--- config.mk ---
export PLATFORM = sky130hd
export DESIGN_NAME = mmio_io_unit
export DESIGN_NICKNAME = d
export VERILOG_FILES = /design/src/rtl/mmio_io_unit.sv
export SDC_FILE = /design/constraint.sdc
export NUM_CORES = 1
export LEC_CHECK = 0
export ABC_AREA = 1
export BUFFER_PORTS_ARGS = -buffer_cell sky130_fd_sc_hd__buf_2
export CORE_MARGIN = 4
export CORE_UTILIZATION = 40
export CTS_BUF_LIST = sky130_fd_sc_hd__clkbuf_16
export DETAILED_ROUTE_END_ITERATION = 10
export PLACE_DENSITY = 0.64
export REMOVE_ABC_BUFFERS = 1
export SKIP_CTS_REPAIR_TIMING = 1
export SLEW_MARGIN = 25
export SYNTH_ARGS = -nofsm -noshare
export SYNTH_HDL_FRONTEND = slang
export SYNTH_SLANG_ARGS = --single-unit
export TNS_END_PERCENT = 30
--- constraint.sdc ---
create_clock -name clk -period 1.5 [get_ports clk]
set_input_delay 0.225 -clock clk [delete_from_list [all_inputs] [get_ports clk]]
set_output_delay 0.225 -clock clk [all_outputs]
set_load 0.02 [all_outputs]
--- src/rtl/mmio_io_unit.sv ---
// mmio_io_unit: memory-mapped UART TX/RX buffers plus cycle and retire counters.
// MMIO_FIFO_EN selects FIFO_DEPTH-entry buffers; otherwise single-entry holding registers.

module mmio_byte_buf #(
   parameter int DEPTH = 8
) (
   input  logic       clk,
   input  logic       rst,
   input  logic       push,
   input  logic       pop,
   input  logic [7:0] din,
   output logic [7:0] dout,
   output logic       full,
   output logic       empty
);

   logic do_push;
   logic do_pop;

   // A push into a full buffer is dropped even when a pop frees a slot.
   assign do_push = push & ~full;
   assign do_pop  = pop & ~empty;

   generate
      if (DEPTH == 1) begin : g_reg
         logic       vld;
         logic [7:0] data;

         always_ff @(posedge clk) begin
            if (rst) begin
               vld <= 1'b0;
            end else if (do_push) begin
               vld <= 1'b1;
            end else if (do_pop) begin
               vld <= 1'b0;
            end
         end

         always_ff @(posedge clk) begin
            if (do_push) begin
               data <= din;
            end
         end

         assign dout  = data;
         assign full  = vld;
         assign empty = ~vld;
      end else begin : g_fifo
         localparam int AW = $clog2(DEPTH);

         logic [7:0]    mem [DEPTH];
         logic [AW-1:0] wr_ptr;
         logic [AW-1:0] rd_ptr;
         logic [AW:0]   count;

         always_ff @(posedge clk) begin
            if (rst) begin
               wr_ptr <= '0;
               rd_ptr <= '0;
               count  <= '0;
            end else begin
               if (do_push) begin
                  wr_ptr <= wr_ptr + 1'b1;
               end
               if (do_pop) begin
                  rd_ptr <= rd_ptr + 1'b1;
               end
               unique case ({do_push, do_pop})
                  2'b10:   count <= count + 1'b1;
                  2'b01:   count <= count - 1'b1;
                  default: count <= count;
               endcase
            end
         end

         always_ff @(posedge clk) begin
            if (do_push) begin
               mem[wr_ptr] <= din;
            end
         end

         assign dout  = mem[rd_ptr];
         assign full  = (count == (AW+1)'(DEPTH));
         assign empty = (count == '0);
      end
   endgenerate

endmodule

module mmio_io_unit #(
   parameter int FIFO_DEPTH = 8
) (
   input  logic        clk,
   input  logic        rst,
   input  logic [2:0]  mmap_sel,
   input  logic [31:0] wdata,
   input  logic        data_in_valid,
   input  logic        data_out_ready,
   input  logic        inst_retire,
   output logic [31:0] rdata,
   output logic [7:0]  uart_tx_data,
   output logic        uart_tx_valid,
   input  logic        uart_tx_ready,
   input  logic [7:0]  uart_rx_data,
   input  logic        uart_rx_valid,
   output logic        uart_rx_ready
);

`ifdef MMIO_FIFO_EN
   localparam int BUF_DEPTH = FIFO_DEPTH;
`else
   localparam int BUF_DEPTH = 1;
   localparam int unused_depth = FIFO_DEPTH;
`endif

   localparam logic [2:0] SEL_CTRL = 3'd0;
   localparam logic [2:0] SEL_RX   = 3'd1;
   localparam logic [2:0] SEL_TX   = 3'd2;
   localparam logic [2:0] SEL_CYC  = 3'd3;
   localparam logic [2:0] SEL_INST = 3'd4;
   localparam logic [2:0] SEL_CLR  = 3'd5;

   logic        tx_push;
   logic        tx_pop;
   logic        tx_full;
   logic        tx_empty;
   logic [7:0]  tx_head;
   logic        rx_push;
   logic        rx_pop;
   logic        rx_full;
   logic        rx_empty;
   logic [7:0]  rx_head;
   logic [31:0] cycle_cnt;
   logic [31:0] inst_cnt;
   logic        unused_wdata;

   assign unused_wdata = ^wdata[31:8];

   assign tx_push = data_in_valid & (mmap_sel == SEL_TX);
   assign tx_pop  = uart_tx_valid & uart_tx_ready;
   assign rx_push = uart_rx_valid & uart_rx_ready;
   assign rx_pop  = data_out_ready & (mmap_sel == SEL_RX);

   // Handshakes are masked during reset so no byte crosses before state clears.
   assign uart_tx_valid = ~tx_empty & ~rst;
   assign uart_tx_data  = tx_head;
   assign uart_rx_ready = ~rx_full & ~rst;

   mmio_byte_buf #(
      .DEPTH(BUF_DEPTH)
   ) u_tx_buf (
      .clk  (clk),
      .rst  (rst),
      .push (tx_push),
      .pop  (tx_pop),
      .din  (wdata[7:0]),
      .dout (tx_head),
      .full (tx_full),
      .empty(tx_empty)
   );

   mmio_byte_buf #(
      .DEPTH(BUF_DEPTH)
   ) u_rx_buf (
      .clk  (clk),
      .rst  (rst),
      .push (rx_push),
      .pop  (rx_pop),
      .din  (uart_rx_data),
      .dout (rx_head),
      .full (rx_full),
      .empty(rx_empty)
   );

   always_ff @(posedge clk) begin
      if (rst) begin
         cycle_cnt <= '0;
         inst_cnt  <= '0;
      end else if (mmap_sel == SEL_CLR) begin
         cycle_cnt <= '0;
         inst_cnt  <= '0;
      end else begin
         cycle_cnt <= cycle_cnt + 32'd1;
         if (inst_retire) begin
            inst_cnt <= inst_cnt + 32'd1;
         end
      end
   end

   always_ff @(posedge clk) begin
      if (rst) begin
         rdata <= '0;
      end else begin
         unique case (mmap_sel)
            SEL_CTRL: rdata <= {30'b0, ~rx_empty, ~tx_full};
            SEL_RX:   rdata <= rx_empty ? 32'd0 : {24'b0, rx_head};
            SEL_CYC:  rdata <= cycle_cnt;
            SEL_INST: rdata <= inst_cnt;
            default:  rdata <= '0;
         endcase
      end
   end

endmodule

==> flow_summary.toml, run 1 <==
[outcome]
status = "complete, no violations"

[floorplanning]
ios = 92
start_util = 0.415
dieArea_sq_um = 15200
core_area_sq_um = 12800
die_h_um = 123
std_cell_rows = 41
die_w_um = 123

[power]
pwr_density_cell_nw_per_um2 = 1110
ir_worst_vdd_mv = 0.736
leakage_nw = 2.62

[timing]
period_share = 0.929
setup_tns_ns = 0
rsz0062_at_grt = "yes"
finalHoldViolCount = 0
slew_headroom = 0.777
fin_crit_ns = 1.39
fin_skew_ns = 0.00653
worst_pin_slew_ns = 0.334
final-setup-viol-count = 0
slew_violations = 0
max_freq_ghz = 0.718

[synth]
syn_inst = 737
synth_cell_types = 33
synth_top_family_by_area = "simple AND/OR/NAND/NOR gates"
synthAdderAreaFrac = 0.00470
ys_seq_area_frac = 0.459
synth_area_sq_um = 5320
async_flop_share = 0
yosys_warnings = 0
synthMuxAreaShare = 0
yosys_most_used_dff = "dfxtp_1"
synth_compound_area_frac = 0.0947
yosys.area_share.simple = 0.359
synthXorXnorAreaFrac = 0.0132
syn_avg_cell_area_sq_um = 7.22
synth-edff-count = 16
synth_seq_cells = 114

[setup_path]
required_ns = 1.80
path_max_fanout = 5
crit_chain = "nand2_1, nor2_2, nand3_1, inv_1, nand2_1, o21ai_0, a21oi_1"
worstSetupPathType = "reg -> reg"
path_common_cell = "nand2_1"
reg2reg_slack_ns = 0.11
worstPathArrival_ns = 1.69
max_stage_delay_ns = 0.39
r2r_start = "cycle_cnt[2]"
rr_worst_depth = 7
r2r-end = "cycle_cnt[11]"
cp-start-kind = "flip-flop"
crit_slowest_cell = "dfxtp_1"
critical_path.endpoint_type = "flip-flop"

[clock_network]
worstSkewPairLatency_ns = 0.41
cts.sinks = 114
htreeDepth = 4
clockBufferDepth = 2
root_buffer = "clkbuf_16"
cts_tree = "done"
cts_buffers = 17
clk_pin_slew_ns = 0.05

[placed_design]
portBuffers = 67
place_congestion = 0.857
hpwl_um = 10300

[detailed_routing]
vias = 4964
drcViolationCount = 0
wl_um = 13900
viasPerCell = 4.76
firstDrtPassIters = 5
drt_iter0_markers = 382
detail_route.wl_per_cell_um = 13.3
antenna_left = 0

[min_path]
hold_class = "in -> reg"
hold_start = "uart_tx_ready"
worstHoldEndpoint = "u_tx_buf.full"
hold_depth = 2

[final_layout]
area_growth_pct = 30.4
nets = 909
final_layout_size_suffix_gt1_frac = 0.229
num_antenna_cells = 0
fin_util = 0.541

[global_routing]
grt_max_degree = 33
grt_pass1_vias = 4758
grt_use_total = 0.191
grt_pass1_wl_um = 22500
antenna_found_initial = 0
gr-total-overflow = 0

[run]
max_cap_viol_count = 0
## critical path: cells and delay by family, from the launching register on
family          cells  cell delay (ns)
flops               1             0.39
compound gates      2             0.19
simple gates        4             0.50
buf+inv             1             0.19
## cell type report
type | count | area [sq um]
well taps | 172 | 215
repair buffers | 119 | 803
inverters | 78 | 293
clock buffers | 17 | 425
clock inverters | 15 | 190
multi-input cells | 527 | 2560
flip-flops and latches | 114 | 2450
fillers | 1263 | 5880
## cell usage in the layout, fill, tap and decap left out, types with 2 or more instances in the layout
cell type / instances
clkinv_1: 2
nand3_1: 64
edfxtp_1: 16
nor3_2: 4
nor3_1: 8
clkbuf_16: 17
buf_12: 3
nand2_2: 9
o22ai_1: 5
xnor2_1: 3
nand4_1: 11
o21a_1: 3
nand3b_1: 3
bufinv_16: 4
dlygate4sd3_1: 16
nor2_4: 14
nor2_1: 114
inv_1: 69
xor2_1: 5
a21oi_1: 64
o21ai_1: 4
clkinv_2: 3
dfxtp_2: 8
nand2_1: 174
nor3b_1: 2
buf_2: 67
nand3_2: 3
inv_2: 9
nand2_4: 2
nor2_2: 12
dfxtp_1: 90
clkinvlp_4: 4
o21ai_0: 15
buf_4: 33
## cells in the mapped netlist, types with 3 or more instances
| master | number | area share |
|---|---|---|
| inv_1 | 71 | 0.050 |
| nand4_1 | 11 | 0.013 |
| xor2_1 | 5 | 0.0082 |
| dfxtp_1 | 98 | 0.37 |
| xnor2_1 | 3 | 0.0049 |
| edfxtp_1 | 16 | 0.090 |
| nor3_1 | 9 | 0.0085 |
| o22ai_1 | 5 | 0.0059 |
| a21oi_1 | 64 | 0.060 |
| nor2_1 | 119 | 0.084 |
| nand2_1 | 178 | 0.13 |
| nand3_1 | 65 | 0.061 |
| o21a_1 | 3 | 0.0042 |
| buf_2 | 10 | 0.0094 |
| nor3_2 | 4 | 0.0075 |
| nor2_4 | 11 | 0.023 |
| nand3b_1 | 3 | 0.0042 |
| clkbuf_1 | 7 | 0.0049 |
| nand2_2 | 5 | 0.0059 |
| nor2_2 | 10 | 0.012 |
| inv_2 | 7 | 0.0049 |
| o21ai_0 | 17 | 0.016 |
## sequential cells by signal, summed over array words and instances (netlist names)
signal,flops
rdata,32
u_tx_buf.dout,8
u_tx_buf.full,1
u_rx_buf.dout,8
inst_cnt,32
u_rx_buf.full,1
cycle_cnt,32
## per-layer routing
metal	vias to the layer above	GRT usage	wire [um]	part of all wire
met5	-	0	0	0
met4	0	0.0775	180	0.013
met3	14	0.0430	538	0.039
met2	80	0.312	6800	0.49
met1	2238	0.245	6340	0.46
li1	2632	-	-	-
## power by group
group	switching [mW]	internal, mW
registers	0.0175	3.14
logic	0.198	0.135
clock network	1.44	2.76
total	1.65	6.03
## logic make-up after synthesis
logic type                 Yosys count
and+or+nand+nor                    422
adders and majority gates            2
buffers and inverters               96
xor gates and xnor gates             8
DFF                                114
AOI/OAI and AO/OA                   95
## stage by stage
step	std cells	total power, mW	hold WS (ns)	setup slack [ns]	cell area [sq um]
3_5_place_dp	990	3.52	0.404	0.0650	6070
3_3_place_gp	990	3.51	0.401	0.0869	6070
2_1_floorplan	719	3.35	0.294	-0.237	5240
4_1_cts	1022	7.71	-0.0354	0.0478	6690
6_report	1042	7.68	0.00749	0.107	6940
5_1_grt	1042	7.92	0.0000190	-0.0292	6940
## how the worst max path moves through the flow
| stage | cells after the start | to | startpoint | slack, ns |
|---|---|---|---|---|
| 2_1_floorplan | 6 | cycle_cnt[3] | mmap_sel[1] | -0.24 |
| 3_3_place_gp | 7 | cycle_cnt[28] | cycle_cnt[1] | 0.09 |
| 3_5_place_dp | 8 | cycle_cnt[30] | cycle_cnt[1] | 0.07 |
| 4_1_cts | 8 | cycle_cnt[30] | cycle_cnt[1] | 0.05 |
| 5_1_grt | 9 | inst_cnt[15] | inst_cnt[1] | -0.03 |
| 6_report | 7 | cycle_cnt[11] | cycle_cnt[2] | 0.11 |
(Power assumes the default switching activity.)
==> inputs of run 2 (changes only) <==
--- a/config.mk
+++ b/config.mk
@@ -8,10 +8,10 @@
 export ABC_AREA = 1
 export BUFFER_PORTS_ARGS = -buffer_cell sky130_fd_sc_hd__buf_2
 export CORE_MARGIN = 4
-export CORE_UTILIZATION = 40
+export CORE_UTILIZATION = 56
 export CTS_BUF_LIST = sky130_fd_sc_hd__clkbuf_16
 export DETAILED_ROUTE_END_ITERATION = 10
-export PLACE_DENSITY = 0.64
+export PLACE_DENSITY = 0.84
 export REMOVE_ABC_BUFFERS = 1
 export SKIP_CTS_REPAIR_TIMING = 1
 export SLEW_MARGIN = 25
==> flow_summary.toml, run 2 (same netlist as run 1, synthesis figures left out) <==
[floorplanning]
ios = 92
start_util = 0.576
core_area_sq_um = 9240
die_w_um = 106
die_h_um = 106
dieArea_sq_um = 11100
std_cell_rows = 35

[final_layout]
nets = 890
fin_util = 0.728
reg.largest.list = "cycle_cnt x32, inst_cnt x32, rdata x32"
mostFrequentLayoutCell = "nand2_1"
mostFrequentLayoutCells = "nand2_1, nor2_1, dfxtp_1"
fill_cells = 650
num_antenna_cells = 0
area_growth_pct = 26.3
final_layout_size_suffix_gt1_frac = 0.220

[clock_network]
htreeDepth = 4
worstSkewPairLatency_ns = 0.41
cts_tree = "done"
cts_buffers = 17
root_buffer = "clkbuf_16"
cts.sinks = 114
clockBufferDepth = 2
clk_pin_slew_ns = 0.05

[outcome]
status = "complete, no violations"

[timing]
finalHoldViolCount = 0
final-setup-viol-count = 0
fin_skew_ns = 0.00740
fin_crit_ns = 1.46
period_share = 0.974
rsz0062_at_grt = "yes"
fin_ws_ns = 0.0386
max_freq_ghz = 0.684
whs_ns = 0.0324
slew_violations = 0
slew_headroom = 0.619
worst_pin_slew_ns = 0.570
setup_tns_ns = 0

[power]
p_int_mw = 5.88
p_clk_frac = 0.542
p_comb_frac = 0.042
leakage_nw = 2.54
p_sw_frac = 0.226
seqPwrFrac = 0.416
pwr_density_cell_nw_per_um2 = 1130
ir_worst_vdd_mv = 0.810
switching_power_mw = 1.72

[global_routing]
grt_use_total = 0.258
grt_pass1_vias = 4898
antenna_found_initial = 0
gr-total-overflow = 0
grt_max_degree = 33
grt_pass1_wl_um = 23000

[setup_path]
worstPathArrival_ns = 1.81
path_common_cell = "nand2_1"
max_stage_delay_ns = 0.46
critical_path.endpoint_type = "flip-flop"
crit_chain = "inv_2, nor2_4, nand2_4, nor2_4, nand2_1, nand2_1, nand2_1, nor2_1"
worstSetupPathType = "reg -> reg"
required_ns = 1.85
path_max_fanout = 9
cp-start-kind = "flip-flop"
crit_slowest_cell = "dfxtp_1"

[detailed_routing]
vias = 5281
drt_iter0_markers = 358
detail_route.wl_per_cell_um = 14.8
viasPerCell = 5.39
drcViolationCount = 0
antenna_left = 0
wl_um = 14500
firstDrtPassIters = 5

[min_path]
hold_class = "in -> reg"

[placed_design]
place_ws_ns = 0.0277
place_congestion = 0.894
portBuffers = 67
hpwl_um = 10000

[run]
max_cap_viol_count = 0
## run 2: path summary, 6_finish.rpt
check / from / endpoint / slack [ns] / cells past startpoint
worst min-delay path: uart_tx_ready / u_tx_buf.full / 0.03 / 2
worst max register to register: inst_cnt[2] / inst_cnt[9] / 0.04 / 8
worst max-delay path: inst_cnt[2] / inst_cnt[9] / 0.04 / 8
worst min register to register: cycle_cnt[0] / cycle_cnt[0] / 0.42 / 1
## run 2: power groups by stage
stage               logic (mW)  clock network, mW  registers (mW)
finish                   0.320               4.12            3.16
global route             0.348               4.31            3.16
CTS                      0.279               4.15            3.15
detailed placement       0.277                  0            3.22
global placement         0.265                  0            3.22
floorplan                0.122                  0            3.23
## run 2: routing by layer
metal	up-vias	GRT usage	share of wire
met2	212	0.442	0.50
met4	0	0.0888	0.027
met1	2443	0.318	0.40
met5	-	0	0
li1	2588	-	-
met3	38	0.0643	0.070
## run 2: metrics by stage
step / cell area (sq um) / instances / total power, mW
3_3_place_gp: 5870 / 931 / 3.48
2_1_floorplan: 5240 / 719 / 3.35
4_1_cts: 6480 / 963 / 7.58
6_report: 6730 / 980 / 7.60
3_5_place_dp: 5870 / 931 / 3.50
5_1_grt: 6730 / 980 / 7.82
## run 2: cell type report
type                       instances  area (sq um)  area share
clock inverter                    15           183      0.0272
tap                              129           161      0.0240
inverter                          78           293      0.0435
timing repair buffer             100           636      0.0945
sequential                       114          2460       0.366
multi-input combinational        527          2570       0.382
clock buffer                      17           425      0.0633
## run 2: worst max-delay path, delay by kind of cell, from the launching register on
family	cells	cell delay, ns
buffers and inverters	1	0.10
flip-flops	1	0.46
AND/OR/NAND/NOR	7	0.84
